**src/rtl/lmsm_pkg.sv**
```systemverilog
// lmsm_pkg: shared widths and state encoding
// for the LM/SM memory-access sequencer.
package lmsm_pkg;

  localparam int ADDR_W = 16;
  localparam int DATA_W = 16;
  localparam int MASK_W = 8;
  localparam int IDX_W  = 3;

  typedef enum logic [1:0] {
    ST_IDLE = 2'd0,
    ST_XFER = 2'd1,
    ST_DONE = 2'd2
  } lmsm_state_t;

endpackage

```
**src/rtl/lmsm_sequencer_lowest_set_bit_enc.sv**
```systemverilog
// lowest_set_bit_enc: 8-to-3 priority encoder, lowest index wins.
// Ports: In_mask (bit vector), Out_idx (lowest set index), Out_valid (any set).
module lowest_set_bit_enc
  import lmsm_pkg::*;
(
  input  logic [MASK_W-1:0] In_mask,
  output logic [IDX_W-1:0]  Out_idx,
  output logic              Out_valid
);

  // Scan high to low so the lowest set bit is written last.
  always_comb begin
    Out_idx = '0;
    for (int i = MASK_W - 1; i >= 0; i--) begin
      if (In_mask[i]) Out_idx = i[IDX_W-1:0];
    end
  end

  assign Out_valid = |In_mask;

endmodule

```
**src/rtl/lmsm_sequencer.sv**
```systemverilog
// lmsm_sequencer: walks a register mask for LM/SM, one access per set bit.
// Ports: clock/reset, start+is_load+base+mask in, memory and register-file
// ports out (with combinational data pass-through), busy/done to control FSM.
module lmsm_sequencer
  import lmsm_pkg::*;
(
  input  logic              In_clock,
  input  logic              In_reset,
  input  logic              In_start,
  input  logic              In_is_load,
  input  logic [ADDR_W-1:0] In_base_addr,
  input  logic [MASK_W-1:0] In_reg_mask,
  input  logic [DATA_W-1:0] In_Mem_Read_data,
  input  logic [DATA_W-1:0] In_Rf_read_data,
  output logic              Out_Mem_Access_en,
  output logic              Out_Mem_Access_R_Wbar,
  output logic [ADDR_W-1:0] Out_Mem_Access_addr,
  output logic [DATA_W-1:0] Out_Mem_Write_data,
  output logic [IDX_W-1:0]  Out_Rf_addr,
  output logic              Out_Rf_write_en,
  output logic [DATA_W-1:0] Out_Rf_write_data,
  output logic              Out_busy,
  output logic              Out_done
);

  lmsm_state_t       r_state;
  lmsm_state_t       w_state_nxt;
  logic [MASK_W-1:0] r_mask;
  logic [ADDR_W-1:0] r_addr;
  logic              r_is_load;

  logic [IDX_W-1:0]  w_cur;
  logic              w_valid;
  logic [MASK_W-1:0] w_mask_nxt;
  logic              w_xfer;

  lowest_set_bit_enc u_enc (
    .In_mask   (r_mask),
    .Out_idx   (w_cur),
    .Out_valid (w_valid)
  );

  assign w_mask_nxt = r_mask & ~(MASK_W'(1) << w_cur);
  assign w_xfer     = (r_state == ST_XFER);

  always_ff @(posedge In_clock) begin
    if (In_reset) begin
      r_state   <= ST_IDLE;
      r_mask    <= '0;
      r_addr    <= '0;
      r_is_load <= 1'b0;
    end else begin
      r_state <= w_state_nxt;
      unique case (1'b1)
        (r_state == ST_IDLE): begin
          if (In_start) begin
            r_mask    <= In_reg_mask;
            r_addr    <= In_base_addr;
            r_is_load <= In_is_load;
          end
        end
        (r_state == ST_XFER): begin
          r_mask <= w_mask_nxt;
          r_addr <= r_addr + 1'b1;
        end
        default: ;
      endcase
    end
  end

  always_comb begin
    w_state_nxt = r_state;
    unique case (r_state)
      ST_IDLE: begin
        if (In_start)
          w_state_nxt = (In_reg_mask == '0) ? ST_DONE : ST_XFER;
      end
      ST_XFER: begin
        if (w_mask_nxt == '0) w_state_nxt = ST_DONE;
      end
      ST_DONE: w_state_nxt = ST_IDLE;
      default: w_state_nxt = ST_IDLE;
    endcase
  end

  always_comb begin
    Out_Mem_Access_en     = 1'b0;
    Out_Mem_Access_R_Wbar = 1'b1;
    Out_Mem_Access_addr   = '0;
    Out_Mem_Write_data    = '0;
    Out_Rf_addr           = '0;
    Out_Rf_write_en       = 1'b0;
    Out_Rf_write_data     = '0;
    if (w_xfer && w_valid) begin
      Out_Mem_Access_en     = 1'b1;
      Out_Mem_Access_R_Wbar = r_is_load;
      Out_Mem_Access_addr   = r_addr;
      Out_Rf_addr           = w_cur;
      if (r_is_load) begin
        Out_Rf_write_en   = 1'b1;
        Out_Rf_write_data = In_Mem_Read_data;
      end else begin
        Out_Mem_Write_data = In_Rf_read_data;
      end
    end
  end

  assign Out_busy = (r_state != ST_IDLE);
  assign Out_done = (r_state == ST_DONE);

endmodule

```
**config.mk**
```make
export PLATFORM = sky130hd
export DESIGN_NAME = lmsm_sequencer
export DESIGN_NICKNAME = d
export VERILOG_FILES = /design/src/rtl/lmsm_pkg.sv /design/src/rtl/lmsm_sequencer_lowest_set_bit_enc.sv /design/src/rtl/lmsm_sequencer.sv
export SDC_FILE = /design/constraint.sdc
export NUM_CORES = 1
export LEC_CHECK = 0
export ABC_AREA = 0
export CORE_MARGIN = 2
export CORE_UTILIZATION = 38
export DETAILED_ROUTE_END_ITERATION = 8
export HOLD_SLACK_MARGIN = 0.02
export PLACE_DENSITY = 0.77
export SYNTH_ARGS = -nofsm -noshare
export SYNTH_HDL_FRONTEND = slang
export SYNTH_SLANG_ARGS = --single-unit
```
**constraint.sdc**
```tcl
create_clock -name In_clock -period 2.1 [get_ports In_clock]
set_clock_uncertainty 0.1 [all_clocks]
set_input_delay 0.42 -clock In_clock [delete_from_list [all_inputs] [get_ports In_clock]]
set_output_delay 0.42 -clock In_clock [all_outputs]
set_load 0.005 [all_outputs]
```
Word level (Yosys, flattened, before mapping)
Cells that the tools add are included.
Storage, ports and cells
  bits in registers: 27
  bits in latches: 0
  bits in writable memories: 0
  ROM bits: 0
  bits of input ports: 60
  output and inout bits: 56
  word-level logic and storage cells: 48
  memories: 0
Cells by class
  add/sub/neg operators: 1
  multiply operators: 0
  divide/modulo/power cells: 0
  $lt $le $gt $ge: 0
  equal/unequal tests: 4
  shift-type cells: 1
  muxes and demuxes: 26
  bitwise logic cells: 2
  reduce and logical (&&, ||, !) cells: 10
Operators by type and width (count)
  $mux 16: 6
  $pmux 16 s2: 1
  $mux 3: 9
  $add 16x1->16 const B: 1
  $logic_not 8->1: 2
  $pmux 8 s2: 1
  $and 8x8->8: 1
  $mux 8: 1
  $not 8->8: 1
  $reduce_or 8->1: 1
  $shl 1x3->8 const A: 1
  $mux 2: 3
  $reduce_and 2->1: 3
  $mux 1: 4
  $pmux 2 s2: 1
  $reduce_bool 2->1: 2
  $eq 2x1->1 const B: 1
  $eq 2x2->1 const B: 1
  $logic_not 2->1: 1
  $ne 2x1->1 const B: 1
  $ne 2x2->1 const B: 1
  $logic_and 1x1->1: 1

Logic depth before layout (Yosys ltp)
  depth in word-level cells: 14
  gate-level depth with buffers: 7
  mapped depth without buffers: 5

Modules after synthesis
From an unflattened synthesis, not the netlist that was laid out.
Unflattened totals
  cell total of the unflattened synthesis: 278
  area total of the unflattened synthesis: 1965.6 um2
Modules (own cells, without submodules)
  lmsm_sequencer: instances 1, cells an instance 265, area an instance 1884.3 um2, sequential area each 540.5 um2
  lowest_set_bit_enc: instances 1, cells an instance 13, area an instance 81.3 um2, sequential area each 0.0 um2

Worst setup path before layout
Ideal clock, no wire load.
  path type: flip-flop to output port
  from: register r_mask[1]
  to: output port Out_Mem_Write_data[10]
  data arrival time: 1.449 ns
  required time: 1.580 ns
  path slack: 0.131 ns
  cell stages (with the launch flop): 7
  buffers on the path: 2
  cells stage by stage: dfxtp_1 -> buf_2 -> nor4_2 -> a31oi_4 -> nor2b_2 -> buf_6 -> and2_1
On the way
  cells in the longest elaborated chain, start to end: 3
RTL lines
  from (decl): line lmsm_sequencer.sv:28  | logic [MASK_W-1:0] r_mask;
  from (signal assigned): line lmsm_sequencer.sv:57  | r_mask <= In_reg_mask;
  from (signal assigned): line lmsm_sequencer.sv:63  | r_mask <= w_mask_nxt;
  $reduce_or 8->1: line lmsm_sequencer_lowest_set_bit_enc.sv:19  | assign Out_valid = |In_mask;
  $logic_and 1x1->1: line lmsm_sequencer.sv:94  | if (w_xfer && w_valid) begin
  $mux 16: line lmsm_sequencer.sv:94
  to (decl): line lmsm_sequencer.sv:18  | output logic [DATA_W-1:0] Out_Mem_Write_data,
No other way between the ends.

Worst setup path after layout
  from: register r_mask[5]
  to: output port Out_Mem_Access_addr[12]
On the way
  cells in the longest elaborated chain, start to end: 3
RTL lines
  $reduce_or 8->1: line lmsm_sequencer_lowest_set_bit_enc.sv:19
  $logic_and 1x1->1: line lmsm_sequencer.sv:94
  $mux 16: line lmsm_sequencer.sv:94
  to (decl): line lmsm_sequencer.sv:17  | output logic [ADDR_W-1:0] Out_Mem_Access_addr,
No other way between the ends.

==> flow_summary.yaml <==
die:
  die_y_um: 76.7
  fp.dieArea_sq_mm: 0.00588
  num_io_pins: 116
  initial_core_util_pct: 39.3
  coreArea_sq_mm: 0.00511
  fp.dieW_um: 76.7
  row_count: 26
setup_path:
  crit_slowest_cell: "dfxtp_2"
  cp-start-kind: "register"
  reg2reg_depth: 6
  r2r_slack_ns: 0.17
  crit_chain: "nor4_4, buf_4, a31oi_4, buf_12, and2_1, dlygate4sd2_1"
  crit_path_start: "r_mask[5]$_SDFFE_PP0P_"
  timing.rr.start: "r_mask[2]$_SDFFE_PP0P_"
  required_ns: 1.58
  critPathKind: "reg -> out"
  crit_fanout: 35
  r2r-end: "r_state[1]$_SDFFE_PP0P_"
  max_stage_delay_ns: 0.35
  arrival_ns: 1.76
  crit_buf_inv: 3
  crit_family: "buffers and inverters"
  end_kind: "output port"
clock_tree:
  cts_sinks: 27
  ctsHoldBuffers: 0
  cts_buffers: 3
  clkLatencyLatePin_ns: 0.27
  cts-htree-levels: 1
  path_clk_slew_ns: 0.09
  cts.path.max_buffers: 2
  cts_tree: "built"
  root_buffer: "clkbuf_8"
worst_hold_path:
  min_path_type: "reg -> reg"
  hp-start: "r_addr[14]$_SDFFE_PP0P_"
  holdPathStages: 1
  whs_endpoint: "r_addr[14]$_SDFFE_PP0P_"
drt:
  wl_per_cell_um: 17.1
  ant_nets: 0
  viasPerCell: 5.48
  routed_wl_um: 7770
  drtIter0Drc: 221
  num_vias: 2495
  drtPass1Iterations: 4
  drc: 0
synthesis:
  synth_compound_area_share_pct: 25.0
  yosys_warnings: 0
  syn_inst: 256
  postSynth.asyncResetShare_pct: 0
  synth_adder_area_share_pct: 1.12
  syn_area_sq_mm: 0.00201
  synth_top_family_by_area: "simple AND/OR/NAND/NOR gates"
  avgSynthCellArea_sq_um: 7.84
  synthDistinctLibCells: 61
  yosysSeqAreaShare_pct: 26.9
  synthFlopType: "dfxtp_1"
  synth.mux.area_fraction_pct: 0.498
  synth_fp_nets: 317
  synthSimpleGateAreaFrac_pct: 38.9
  synth_edf_count: 0
  synth_xor_area_share_pct: 0.872
  synth-seq-cells: 27
flow_run:
  drv_cap: 0
sta:
  slew_violations: 0
  finalCritPeriodShare_pct: 109
  hold_viol: 0
  tightest_slew_ns: 0.449
  rsz0062_at_grt: "yes"
  layout_min_cycle_time_ns: 2.28
  fmax_mhz: 438
  setup_viol: 52
  relSlewSlack_pct: 70.0
  tns_ns: -3.73
  setup_ws_ns: -0.185
placed_design:
  gp_congestion: 0.885
  hpwl_um: 5700
  pre_cts_slack_ns: -0.287
  port_buffers: 115
  dpl.cell_count: 446
power_and_ir_drop:
  clock_power_share_pct: 19.3
  p_leak_nw: 1.47
  pwr-share-comb_pct: 41.4
  p_seq_share_pct: 39.3
  swShare_pct: 32.6
  peakVddDrop_uv: 240
  p_sw_mw: 0.517
  p_int_mw: 1.07
  p_per_area_mw_per_mm2: 475
finish:
  layout_commonest_cell: "clkdlybuf4s50_1"
  final_cell_mix: "clkdlybuf4s50_1 (61), clkbuf_2 (35), dfxtp_1 (23)"
  instances_no_fill: 455
  drive_gt1_share_pct: 31.3
  nFillCells: 469
  fin_nets: 446
  syn2layout_area_growth_pct: 66.1
status:
  status: "finished, violations left"
  violations: "negative setup slack"
global_routing:
  grt_pass1_vias: 2320
  gr-total-overflow: 0
  grt_max_degree: 36
  grt_usage_pct: 25.6
  grt_pass1_wl_um: 12200
  antenna_found_initial: 1
-- power groups by stage --
stage,clock network [mW],registers [mW],logic [mW]
finish,0.306,0.622,0.655
global route,0.339,0.632,0.707
CTS,0.305,0.618,0.622
detailed placement,0,0.627,0.622
global placement,0,0.625,0.613
floorplan,0,0.618,0.299
-- worst reg2reg max path, stage by stage (launching register included) --
cell and delay [ns]:
dfxtp_1 0.33, buf_4 0.13, buf_4 0.14, or2_2 0.31, a2111oi_1 0.50, o31ai_1 0.15, a211oi_1 0.20
-- through the flow --
stage / power (mW) / utilization (%) / hold slack (ns) / instance area [sq um]
6_report: 1.58 / 65.3 / 0.443 / 3340
5_1_grt: 1.68 / 65.3 / 0.466 / 3340
4_1_cts: 1.55 / 66.5 / 0.445 / 3390
3_3_place_gp: 1.24 / 65.7 / 0.414 / 3360
2_1_floorplan: 0.916 / - / 0.387 / 2010
3_5_place_dp: 1.25 / 65.7 / 0.430 / 3360
-- cell type report --
class	count	area [sq um]	share of cell area, %
multi-input combinational	202	1430	42.9
timing repair buffer	143	1190	35.8
sequential	27	546	16.4
tap	70	87.6	2.63
clock buffer	4	45.0	1.35
inverter	8	30.0	0.900
antenna	1	2.50	0.0750
-- worst max path at each step --
stage,endpoint,slack [ns],cells past startpoint
after floorplan,Out_Mem_Write_data[10],0.13,6
after global placement,Out_Mem_Write_data[0],-0.21,6
after detailed placement,Out_Mem_Write_data[15],-0.29,6
after CTS,Out_Mem_Write_data[15],-0.41,6
after global routing,Out_Mem_Access_addr[12],-0.27,6
final,Out_Mem_Access_addr[12],-0.18,6
-- metal layers --
metal | up-vias | GRT usage, % | routed length [um] | part of all wire [%]
met1 | 1158 | 32.6 | 3300 | 42
met2 | 116 | 44.8 | 3880 | 50
li1 | 1215 | - | - | -
met3 | 6 | 3.65 | 479 | 6.2
met4 | 0 | 7.27 | 116 | 1.5
met5 | - | 0 | 0 | 0
-- state kept, by name, indices dropped and copies added (netlist names) --
signal and count:
r_addr 16, r_is_load 1, r_mask 8, r_state 2
-- synth_stat cells (4+ instances only) --
cell	number	area, sq um
o211ai_1	4	30.0
nor4_1	5	31.3
a211oi_1	4	30.0
nand2b_1	6	37.5
nor2_1	16	60.1
and2_1	33	206
nor3_1	6	30.0
a22oi_1	4	30.0
a31oi_1	4	25.0
o221ai_1	4	35.0
dfxtp_1	27	541
nand4_1	4	25.0
and3_1	18	113
nand3_1	5	25.0
inv_1	6	22.5
buf_2	8	40.0
clkbuf_1	9	33.8
or3_1	5	31.3
a21oi_1	14	70.1
or4_1	4	30.0
nand2_1	10	37.5
o21ai_0	4	20.0
-- timing repair --
item / 4_1_cts / 5_1_grt
gates cloned: 1 / 0
pin swaps: 3 / 7
setup buffers: 0 / 4
gates resized for setup: 143 / 71
endpoints found under the setup margin: 54 / 56
-- cells by family after synthesis --
family,after synthesis
DFF,27
adders and majority gates,2
and+or+nand+nor,130
xor gates and xnor gates,2
buffers and inverters,28
muxes,1
AOI/OAI and AO/OA,66
Note: power is estimated with default switching activity, not from simulation.
